**config.mk**
```make
export PLATFORM = sky130hd
export DESIGN_NAME = magma_core
export DESIGN_NICKNAME = d
export VERILOG_FILES = /design/src/rtl/magma_pkg.sv /design/src/rtl/magma_g.sv /design/src/rtl/magma_core.sv
export SDC_FILE = /design/constraint.sdc
export NUM_CORES = 1
export LEC_CHECK = 0
export BUFFER_PORTS_ARGS = -buffer_cell sky130_fd_sc_hd__buf_2
export CORE_ASPECT_RATIO = 0.7
export CORE_MARGIN = 3
export CORE_UTILIZATION = 25
export CTS_CLUSTER_DIAMETER = 120
export DETAILED_ROUTE_END_ITERATION = 8
export PLACE_DENSITY = 0.42
export SETUP_SLACK_MARGIN = 0.02
export SKIP_LAST_GASP = 1
export SLEW_MARGIN = 20
export SYNTH_ARGS = -nofsm -noshare
export SYNTH_HDL_FRONTEND = slang
export SYNTH_SLANG_ARGS = --single-unit
```
**constraint.sdc**
```tcl
create_clock -name iclk -period 11 [get_ports iclk]
set_clock_uncertainty 0.15 [all_clocks]
set_input_delay 0.55 -clock iclk [delete_from_list [all_inputs] [get_ports iclk]]
set_output_delay 0.55 -clock iclk [all_outputs]
set_load 0.05 [all_outputs]
```
**src/rtl/magma_pkg.sv**
```systemverilog
// -----------------------------------------------------------------------------
// magma_pkg
// Shared definitions for the Magma (GOST R 34.12-2015, 64-bit block) core:
//   - FSM state encoding used by magma_core
//   - round count and the g-function rotate amount
//   - the Magma substitution layer (s_box), a 32-bit rotate helper
//   - key-index function giving which 32-bit subkey feeds round i
// No ports; imported by magma_core and magma_g.
// -----------------------------------------------------------------------------
package magma_pkg;

   typedef enum logic [1:0] {
      ST_IDLE = 2'd0,
      ST_RUN  = 2'd1,
      ST_DONE = 2'd2
   } state_e;

   localparam int MAGMA_ROUNDS = 32;
   localparam int ROT_AMT      = 11;

   // One row per 4-bit S-box Pi0..Pi7. Entry v of a row sits in bits
   // [4*v +: 4], so each hex constant reads as Pi(15) ... Pi(0).
   localparam logic [63:0] SBOX_ROWS [8] = '{
      64'h1F30_7D8E_9B5A_264C,   // Pi0
      64'hF0DB_74E1_C5A9_3286,   // Pi1
      64'h069C_471E_DAF2_853B,   // Pi2
      64'hB9E3_5A07_6F4D_128C,   // Pi3
      64'hC24B_E390_D618_A5F7,   // Pi4
      64'h0E34_187B_AC29_6FD5,   // Pi5
      64'h73AD_0B4F_C196_52E8,   // Pi6
      64'h2BC9_6AF4_3850_DE71    // Pi7
   };

   // Nibble-wise substitution: nibble j (bits [4j+3:4j]) goes through Pi_j.
   function automatic logic [31:0] s_box(input logic [31:0] x);
      logic [31:0] y;
      logic [63:0] row;
      logic [3:0]  nib;
      y = 32'h0000_0000;
      for (int j = 0; j < 8; j++) begin
         row             = SBOX_ROWS[j];
         nib             = x[4*j +: 4];
         y[4*j +: 4]     = row[4*nib +: 4];
      end
      return y;
   endfunction

   // Circular left rotation within 32 bits.
   function automatic logic [31:0] rotl32(input logic [31:0] v, input int n);
      return (v << n) | (v >> (32 - n));
   endfunction

   // Subkey index for round i. Forward order k0..k7 is used for the first
   // 24 rounds when encrypting and only the first 8 when decrypting; all
   // remaining rounds use the reversed order k7..k0, i.e. 7 - (i mod 8),
   // which is the bitwise complement of the low three bits.
   function automatic logic [2:0] key_idx(input logic [4:0] i, input logic dec);
      logic fwd;
      if (dec) begin
         fwd = (i < 5'd8);
      end else begin
         fwd = (i < 5'd24);
      end
      return fwd ? i[2:0] : ~i[2:0];
   endfunction

endpackage

```
**src/rtl/magma_g.sv**
```systemverilog
// -----------------------------------------------------------------------------
// magma_g
// Combinational Magma round function g(x,k) = rotl11(S(x + k mod 2^32)).
// Ports:
//   x_i [31:0]  right half of the block (a0)
//   k_i [31:0]  round subkey
//   y_o [31:0]  g(x_i, k_i)
// -----------------------------------------------------------------------------
module magma_g
   import magma_pkg::*;
(
   input  logic [31:0] x_i,
   input  logic [31:0] k_i,
   output logic [31:0] y_o
);

   logic [31:0] sum_s;
   logic [31:0] sub_s;

   // 32-bit addition wraps naturally modulo 2^32.
   assign sum_s = x_i + k_i;
   assign sub_s = s_box(sum_s);
   assign y_o   = rotl32(sub_s, ROT_AMT);

endmodule

```
**src/rtl/magma_core.sv**
```systemverilog
// -----------------------------------------------------------------------------
// magma_core
// Iterative Magma block cipher (64-bit block, 256-bit key), encrypt and
// optionally decrypt, ROUNDS_PER_CLK rounds per clock (1, 2, 4 or 8).
// Parameters:
//   ROUNDS_PER_CLK  unrolled rounds per RUN cycle; must divide 32
//   DEC_EN          1 = imode honoured, 0 = always encrypt
// Ports:
//   iclk            clock, rising edge
//   irst_n          asynchronous active-low reset
//   istart          start request, taken only while oready = 1
//   imode           0 = encrypt, 1 = decrypt (sampled with istart)
//   iblock [63:0]   input block, a1 = [63:32], a0 = [31:0]
//   ikey   [255:0]  key, k0 = [255:224] ... k7 = [31:0]
//   oblock [63:0]   result, held from DONE until the next result
//   odone           one-cycle pulse while oblock carries a new result
//   oready          high in IDLE and DONE
// A start is accepted in IDLE or in the DONE cycle, which allows
// back-to-back operation with no idle gap.
// -----------------------------------------------------------------------------
module magma_core
   import magma_pkg::*;
#(
   parameter int ROUNDS_PER_CLK = 1,
   parameter int DEC_EN         = 1
)(
   input  logic         iclk,
   input  logic         irst_n,
   input  logic         istart,
   input  logic         imode,
   input  logic [63:0]  iblock,
   input  logic [255:0] ikey,
   output logic [63:0]  oblock,
   output logic         odone,
   output logic         oready
);

   localparam logic [4:0] CNT_STEP = 5'(ROUNDS_PER_CLK);
   // Counter value at the start of the cycle that executes round 31.
   localparam logic [4:0] CNT_LAST = 5'(MAGMA_ROUNDS - ROUNDS_PER_CLK);

   state_e         state_q;
   logic [4:0]     cnt_q;
   logic [4:0]     cnt_d;
   logic [63:0]    blk_q;
   logic [63:0]    blk_d;
   logic [255:0]   key_q;
   logic           mode_q;
   logic [63:0]    oblock_q;
   logic           odone_q;
   logic           oready_q;

   logic           accept_s;
   logic           mode_in_s;
   logic [31:0]    k_w [8];

   // oready is only high in IDLE and DONE, so it alone qualifies a start.
   assign accept_s  = istart & oready_q;
   assign mode_in_s = (DEC_EN != 0) ? imode : 1'b0;

   // Split the latched key into its eight 32-bit words, k0 at the top.
   for (genvar j = 0; j < 8; j++) begin : g_key
      assign k_w[j] = key_q[32*(7-j) +: 32];
   end

   // Unrolled round chain, purely combinational within one cycle.
   for (genvar r = 0; r < ROUNDS_PER_CLK; r++) begin : g_round
      logic [63:0] a_in;
      logic [63:0] a_out;
      logic [4:0]  idx;
      logic [2:0]  kidx;
      logic [31:0] g_out;
      logic [31:0] mix;

      if (r == 0) begin : g_first
         assign a_in = blk_q;
      end else begin : g_next
         assign a_in = g_round[r-1].a_out;
      end

      assign idx  = cnt_q + 5'(r);
      assign kidx = key_idx(idx, mode_q);

      magma_g u_g (
         .x_i (a_in[31:0]),
         .k_i (k_w[kidx]),
         .y_o (g_out)
      );

      assign mix = g_out ^ a_in[63:32];
      // Round 31 writes the mixed word into a1 and keeps a0: no swap.
      assign a_out = (idx == 5'd31) ? {mix, a_in[31:0]} : {a_in[31:0], mix};
   end

   assign blk_d = g_round[ROUNDS_PER_CLK-1].a_out;
   assign cnt_d = cnt_q + CNT_STEP;

   // Control FSM together with the datapath and registered outputs.
   always_ff @(posedge iclk or negedge irst_n) begin
      if (!irst_n) begin
         state_q  <= ST_IDLE;
         cnt_q    <= 5'd0;
         blk_q    <= 64'h0;
         key_q    <= 256'h0;
         mode_q   <= 1'b0;
         oblock_q <= 64'h0;
         odone_q  <= 1'b0;
         oready_q <= 1'b1;
      end else if (accept_s) begin
         // Taken from IDLE or from the DONE cycle alike.
         state_q  <= ST_RUN;
         cnt_q    <= 5'd0;
         blk_q    <= iblock;
         key_q    <= ikey;
         mode_q   <= mode_in_s;
         odone_q  <= 1'b0;
         oready_q <= 1'b0;
      end else begin
         case (state_q)
            ST_IDLE: begin
               odone_q  <= 1'b0;
               oready_q <= 1'b1;
            end
            ST_RUN: begin
               blk_q <= blk_d;
               cnt_q <= cnt_d;
               if (cnt_q == CNT_LAST) begin
                  state_q  <= ST_DONE;
                  oblock_q <= blk_d;
                  odone_q  <= 1'b1;
                  oready_q <= 1'b1;
               end else begin
                  odone_q  <= 1'b0;
                  oready_q <= 1'b0;
               end
            end
            ST_DONE: begin
               state_q  <= ST_IDLE;
               odone_q  <= 1'b0;
               oready_q <= 1'b1;
            end
            default: begin
               state_q  <= ST_IDLE;
               odone_q  <= 1'b0;
               oready_q <= 1'b1;
            end
         endcase
      end
   end

   assign oblock = oblock_q;
   assign odone  = odone_q;
   assign oready = oready_q;

endmodule

```
==> metrics.md, run 1 <==
| Metric | Value |
|---|---|
| I/O Buffers | 389 |
| Crit-path slowest cell | buf_4 |
| Root Buffer | clkbuf_16 |
| Setup bufs post-CTS | 0 |
| Wirelength per Cell | 19.83 um |
| Max_cap viols | 0 |
| Hpwl dp | 57,380 um |
| Required @ worst endpoint | 11.27 ns |
| Post-synthesis cell type count | 69 |
| Worst setup path class | reg2reg |
| Footprint of the multi-input gates | 10,770 um^2 |
| Final Setup Violations | 0 |
| Syn Area/Cell | 9.082 um^2 |
| Asr flop ratio synth | 100.0% |
| Residual DRC | 0 |
| HP Class | in2reg |
| Seq/Total Area, Yosys | 46.38% |
| Routed Antenna Nets | 0 |
| Initial Util | 25.51% |
| Worst Setup Start Kind | register |
| Fin Setup TNS | 0 ns |
| CP endpoint kind | register |
| Utilization after layout | 33.29% |
| Synth warn | 0 |
| Initial antenna violation count | 3 |
| Clock tree buffer depth | 3 |
| Top cell type's share of synthesized area | 46.26% |
| Cells along the critical path | maj3_2, xnor2_2, buf_4, buf_4, mux4_2, mux2_2, ha_1, nand2_1, o21ai_0, a21oi_1, o21ai_0, nor3_1, xnor2_1, inv_1, ha_1, inv_1, mux2i_1, mux2i_1, xor2_1, o221ai_1 |
| Post-CTS Resized | 0 |
| Cts bufs inserted | 46 |
| CP bufs+invs | 4 |
| Total Wirelength | 79,580 um |
| Crit-path max cell delay | 0.75 ns |
| Die Span Y | 250.0 um |
| Number of flops mapped to enable cells by yosys | 0 |
| Count leader, synth | nand2_1 |
| H-Tree Level Count | 2 |
| I/O pin count | 390 |
| Upper clock frequency limit | 136.6 MHz |
| Fin crit period | 7.320 ns |
| Max-slew headroom | 27.74% |
| CP arrival | 7.59 ns |
| Tot GR Track Use | 17.87% |
| Hold_buf cts | 189 |
| Die X | 354.6 um |
| Final Cycle Share | 66.55% |
| CP max FO | 38 |
| Worst-Skew Late Latency | 0.60 ns |
| Vias post-DR | 18,530 |
| Gate Count Post-Synth | 2,341 |
| Final slew viol count | 0 |
| Clk pin slew, worst setup/hold paths | 0.06 ns |
| Synth cell count leaders | 1,015 x nand2_1, 393 x dfrtp_1, 121 x clkbuf_1 |
| FF-to-FF setup slack | 3.68 ns |
| First-pass GRT wire length | 121,900 um |
| NumNets Final | 3,248 |
| RSZ-0062 raised after global routing | no |
| Vias per Instance | 4.618 |
| Vias in the first global route | 19,440 |
| Syn_nets | 2,742 |
| Num Clock Sinks | 394 |
| Synth top area cells | dfrtp_1 46%, nand2_1 18%, mux4_2 7.8% |
| Area Overhead vs Synth | 30.52% |
| Total core area | 83,350 um^2 |
| Top FF cell, synth | dfrtp_1 |
| Mapped cell area | 21,260 um^2 |
| Final hold vios | 0 |
| TritonCTS clock tree | done |
| Drt pass-1 iters | 5 |
| Gr ovfl total | 0 |
| Kind of cell adding the most delay to the critical path | buffers and inverters |
| Cell taking the most area after synthesis | dfrtp_1 |
| Worst slew pin tran | 1.084 ns |
| Fillers | 8,676 |
| Largest net degree at the start of global routing | 149 |
| Die area | 88,630 um^2 |
| DR iter-0 viols | 1,136 |
| Row cnt | 88 |
| Outcome | completed |
| #FFs+latches synth | 394 |
| Reg area | 9861 um^2 |
| Ratio of cells with drive above 1 in the final layout | 21.80% |
| Gpl congestion | 0.8447 |
[per-stage QoR]
step	cell area (um^2)	hold slack, ns	setup WS (ns)	cells
after floorplan	21260	0.1044	4.600	2341
after global placement	24310	0.3031	3.679	3735
after detailed placement	24310	0.3081	3.632	3735
after CTS	27740	0.0004423	3.616	4010
after global routing	27740	0.002366	3.099	4010
final	27750	0.02907	3.680	4012
[placed cells by master (no fill, tap or decap), types with 8 or more instances in the layout]
cell type      synthesis  layout
a21oi_1               70      70
dlygate4sd3_1          0     189
mux2i_1               36      36
o21a_1                 8       8
clkbuf_1             121       8
a31oi_1               15      15
a211oi_1              23      23
mux2_2                39      39
a21o_1                14      14
nor3_1                22      22
o211ai_1               9       9
o221ai_1              13      13
ha_1                  76      76
nor2_1                58      58
xnor2_1               33      30
buf_2                  5     388
dfrtp_1              393     393
nor3b_1               30      30
clkinv_2               0      10
nand3_1               25      24
xor2_1                28      28
inv_1                 36      35
clkbuf_16              0      47
nand2_1             1015    1014
buf_4                  0      18
and3_1                16      16
and2_1                10       9
o21ai_0               61      61
clkbuf_8               0      13
mux4_2                74      74
[worst register-to-register path, stage by stage (launching register included)]
cell	delay (ns)
dfrtp_1	0.40
maj3_2	0.44
xnor2_2	0.15
buf_4	0.49
buf_4	0.75
mux4_2	0.67
mux2_2	0.33
ha_1	0.51
nand2_1	0.19
o21ai_0	0.62
a21oi_1	0.15
o21ai_0	0.34
nor3_1	0.13
xnor2_1	0.56
inv_1	0.24
ha_1	0.26
inv_1	0.07
mux2i_1	0.07
mux2i_1	0.28
xor2_1	0.24
o221ai_1	0.13
[path summary, 6_finish.rpt]
kind                            from         to  cells after the start
min in group asynchronous     irst_n   k_w[246]                      2
hold / removal             ikey[249]   k_w[249]                      3
setup / recovery            cnt_q[3]  blk_q[39]                     20
max in group asynchronous     irst_n    k_w[95]                      3
hold reg to reg             k_w[137]   k_w[137]                      2
setup reg to reg            cnt_q[3]  blk_q[39]                     20
[final cells by class]
| type | instances | share of cell area (%) |
|---|---|---|
| Clock buffer | 68 | 4.991 |
| Inverter | 36 | 0.4870 |
| Sequential cell | 394 | 35.54 |
| Clock inverter | 18 | 0.5456 |
| Timing Repair Buffer | 599 | 14.54 |
| Tap cell | 1125 | 5.073 |
| Antenna cell | 2 | 0.01804 |
| Multi-Input combinational cell | 1770 | 38.81 |
[registers in the layout (all words and copies together) (netlist names)]
register	cells
mode_q	1
k_w	256
state_q	2
odone	1
blk_q	64
cnt_q	5
oready	1
oblock	64
[metal layers]
layer / GRT usage (%) / share of wire, % / vias to the layer above
li1: - / - / 8861
met1: 24.99 / 46 / 9130
met2: 29.36 / 47 / 447
met3: 2.564 / 4.7 / 88
met4: 3.753 / 1.9 / 0
met5: 0 / 0 / -
[kinds of logic (layout without fill, tap and decap cells)]
logic type,count (synthesis),in the layout,synth area share (%)
compound gates,265,265,8.169
xor+xnor,65,65,2.990
buf+inv,177,721,3.190
simple gates,1213,1213,23.05
flops,394,394,46.38
fa+ha+maj,78,78,4.620
mux,149,149,11.60
other cells,0,2,0
Power of run 1 is not shown: default switching activity piles up to over one toggle a cycle in this logic, so the estimate is an artifact.
==> inputs of run 2 (changes only) <==
--- a/config.mk
+++ b/config.mk
@@ -11,7 +11,7 @@
 export CORE_UTILIZATION = 25
 export CTS_CLUSTER_DIAMETER = 120
 export DETAILED_ROUTE_END_ITERATION = 8
-export PLACE_DENSITY = 0.42
+export PLACE_DENSITY = 0.44
 export SETUP_SLACK_MARGIN = 0.02
 export SKIP_LAST_GASP = 1
 export SLEW_MARGIN = 20
==> constraint.sdc (replaced) <==
create_clock -name iclk -period 6.3 [get_ports iclk]
set_clock_uncertainty 0.15 [all_clocks]
set_input_delay 0.315 -clock iclk [delete_from_list [all_inputs] [get_ports iclk]]
set_output_delay 0.315 -clock iclk [all_outputs]
set_load 0.05 [all_outputs]
==> run 2 against run 1 <==
Utilization up 2.1 points. Via count up 3.9%. Wire length up 2.6%. Cell count is 4.8% higher. Critical path depth is 1 higher. Fmax rose by 22%. Global-route usage grew 0.54 points. Highest routed layer is now met5.
==> metrics.md, run 2 (synthesized netlist as in run 1, its figures left out) <==
| Metric | Value |
|---|---|
| Worst setup path class | reg2reg (unchanged) |
| Vias in the first global route | 20,600 (was 19,440) |
| Highest Signal Layer | met5 (was met4) |
| Wirelength per Cell | 19.42 um (was 19.83 um) |
| Hpwl dp | 59,010 um (was 57,380 um) |
| Die Span Y | 250.0 um (unchanged) |
| Final hold vios | 0 (unchanged) |
| Row cnt | 88 (unchanged) |
| Clk pin slew, worst setup/hold paths | 0.06 ns (about the same) |
| Fin Setup TNS | 0 ns (unchanged) |
| Worst slew pin tran | 1.122 ns (was 1.084 ns) |
| CP max FO | 18 (was 38) |
| Largest net degree at the start of global routing | 173 (was 149) |
| H-Tree Level Count | 2 (unchanged) |
| Gr ovfl total | 0 (unchanged) |
| Num Clock Sinks | 394 (unchanged) |
| Tot GR Track Use | 18.41% (was 17.87%) |
| R2r startpoint | cnt_q[3] (unchanged) |
| Vias post-DR | 19,250 (was 18,530) |
| Initial Util | 25.51% (unchanged) |
| Residual DRC | 0 (unchanged) |
| R2R cell count | 21 (was 20) |
| CP endpoint kind | register (unchanged) |
| Hold path depth | 6 (was 3) |
| Total core area | 83,350 um^2 (unchanged) |
| Root Buffer | clkbuf_16 (unchanged) |
| Routed met2 length | 38,390 um (was 37,460 um) |
| Area Overhead vs Synth | 38.92% (was 30.52%) |
| First-pass GRT wire length | 125,400 um (was 121,900 um) |
| Clock tree buffer depth | 3 (unchanged) |
| DR iter-0 viols | 1,312 (was 1,136) |
| I/O Buffers | 389 (unchanged) |
| Ratio of cells with drive above 1 in the final layout | 22.20% (was 21.80%) |
| Highest-count cells in the layout ignoring fill and taps | 1,014 x nand2_1, 393 x dfrtp_1, 388 x buf_2, 322 x dlygate4sd3_1, 76 x ha_1 (was 1,014 x nand2_1, 393 x dfrtp_1, 388 x buf_2, 189 x dlygate4sd3_1, 76 x ha_1) |
| Utilization after layout | 35.44% (was 33.29%) |
| I/O pin count | 390 (unchanged) |
| Die X | 354.6 um (unchanged) |
| TritonCTS clock tree | done (unchanged) |
| HP Class | in2reg (unchanged) |
| CP arrival | 6.31 ns (was 7.59 ns) |
| Vias per Instance | 4.580 (was 4.618) |
| Fin crit period | 5.981 ns (was 7.320 ns) |
| WHS Endpoint | oblock[8] (was k_w[249]) |
| Max-slew headroom | 25.19% (was 27.74%) |
| Total Wirelength | 81,630 um (was 79,580 um) |
| Outcome | completed (unchanged) |
| Final Cycle Share | 94.93% (was 66.55%) |
| Upper clock frequency limit | 167.2 MHz (was 136.6 MHz) |
| NumNets Final | 3,443 (was 3,248) |
| Gpl congestion | 0.8339 (was 0.8447) |
| DRT met1 WL | 36,430 um (was 36,910 um) |
| Setup bufs post-CTS | 0 (unchanged) |
| Final Setup Violations | 0 (unchanged) |
| Required @ worst endpoint | 6.63 ns (was 11.27 ns) |
| Routed Antenna Nets | 0 (unchanged) |
| Cts bufs inserted | 44 (was 46) |
| Commonest non-fill, non-tap cell in the layout | nand2_1 (unchanged) |
| Die area | 88,630 um^2 (unchanged) |
| Drt pass-1 iters | 5 (unchanged) |
| Routed wl met3 | 4192 um (was 3737 um) |
| Worst Setup Start Kind | register (unchanged) |
| Max_cap viols | 0 (unchanged) |
| Initial antenna violation count | 4 (was 3) |
| Worst-Skew Late Latency | 0.61 ns (was 0.60 ns) |
| FF-to-FF setup slack | 0.32 ns (was 3.68 ns) |
| Max FFs per register | 256 (unchanged) |
| Final slew viol count | 0 (unchanged) |
| Reg2reg end | blk_q[38] (was blk_q[39]) |
| HP Start | istart (was ikey[249]) |
| RSZ-0062 raised after global routing | yes (was no) |
[run 2: cell types whose count changed in the layout (fill, tap and decap cells not counted), sizes merged]
| cell | delta |
|---|---|
| inv | -1 |
| clkinv | -3 |
| clkbuf | -5 |
| buf | +64 |
| dlygate4sd3 | +133 |
| bufinv | +1 |
| clkinvlp | +2 |
[run 2: through the flow]
step | cells | setup slack, ns | area [um^2] | hold WS (ns)
final | 4203 | 0.3193 | 29540 | 0.1324
after global placement | 3799 | 0.04257 | 24890 | 0.2269
after floorplan | 2341 | 0.1092 | 21260 | -0.1306
after global routing | 4201 | 0.003891 | 29530 | 0.1681
after detailed placement | 3799 | 0.1434 | 24890 | 0.2293
after CTS | 4201 | 0.1188 | 29520 | 0.1152
[run 2: timing repair]
action,CTS,global route
endpoints found under the setup margin,0,10
gates resized for setup,0,2
hold buffers,322,0
endpoints found under the hold margin,404,0
[run 2: how the worst max path moves through the flow]
stage               slack (ns)     start  depth (start not counted)         to
finish                    0.32  cnt_q[3]                         21  blk_q[38]
global route             0.004  cnt_q[3]                         20  blk_q[38]
CTS                       0.12  cnt_q[3]                         21  blk_q[40]
detailed placement        0.14  cnt_q[3]                         21  blk_q[40]
global placement          0.04  cnt_q[3]                         24  blk_q[39]
floorplan                 0.11  cnt_q[3]                         21  blk_q[38]
[run 2: layout make-up]
type,instances,area [um^2]
clock inverters,17,176.4
repair buffers,796,5943
inverters,36,135.1
well taps,1125,1408
clock buffers,63,1232
fillers,8575,53810
flip-flops and latches,394,9861
diodes,2,5.005
multi-input cells,1770,10780
[run 2: routing by layer]
metal  track usage [%]  vias up
met4             6.722        2
li1                  -     9241
met5                 0        -
met1             24.12     9431
met2             30.18      452
met3             3.580      124
[run 2: critical path: stages, from the launching register on]
cell and delay (ns):
dfrtp_1 0.40, maj3_2 0.35, buf_4 0.19, xnor2_2 0.18, buf_12 0.20, mux4_2 0.32
mux2_2 0.28, ha_1 0.24, fa_1 0.47, a211oi_1 0.30, o21ai_0 0.22, nand4_1 0.21
nand2_1 0.17, a31o_2 0.29, xor2_1 0.21, inv_1 0.12, ha_1 0.22, or2_2 0.29
mux2_2 0.26, mux2_2 0.29, xor2_1 0.16, a221o_1 0.32
Power of run 2 is left out for the same reason.
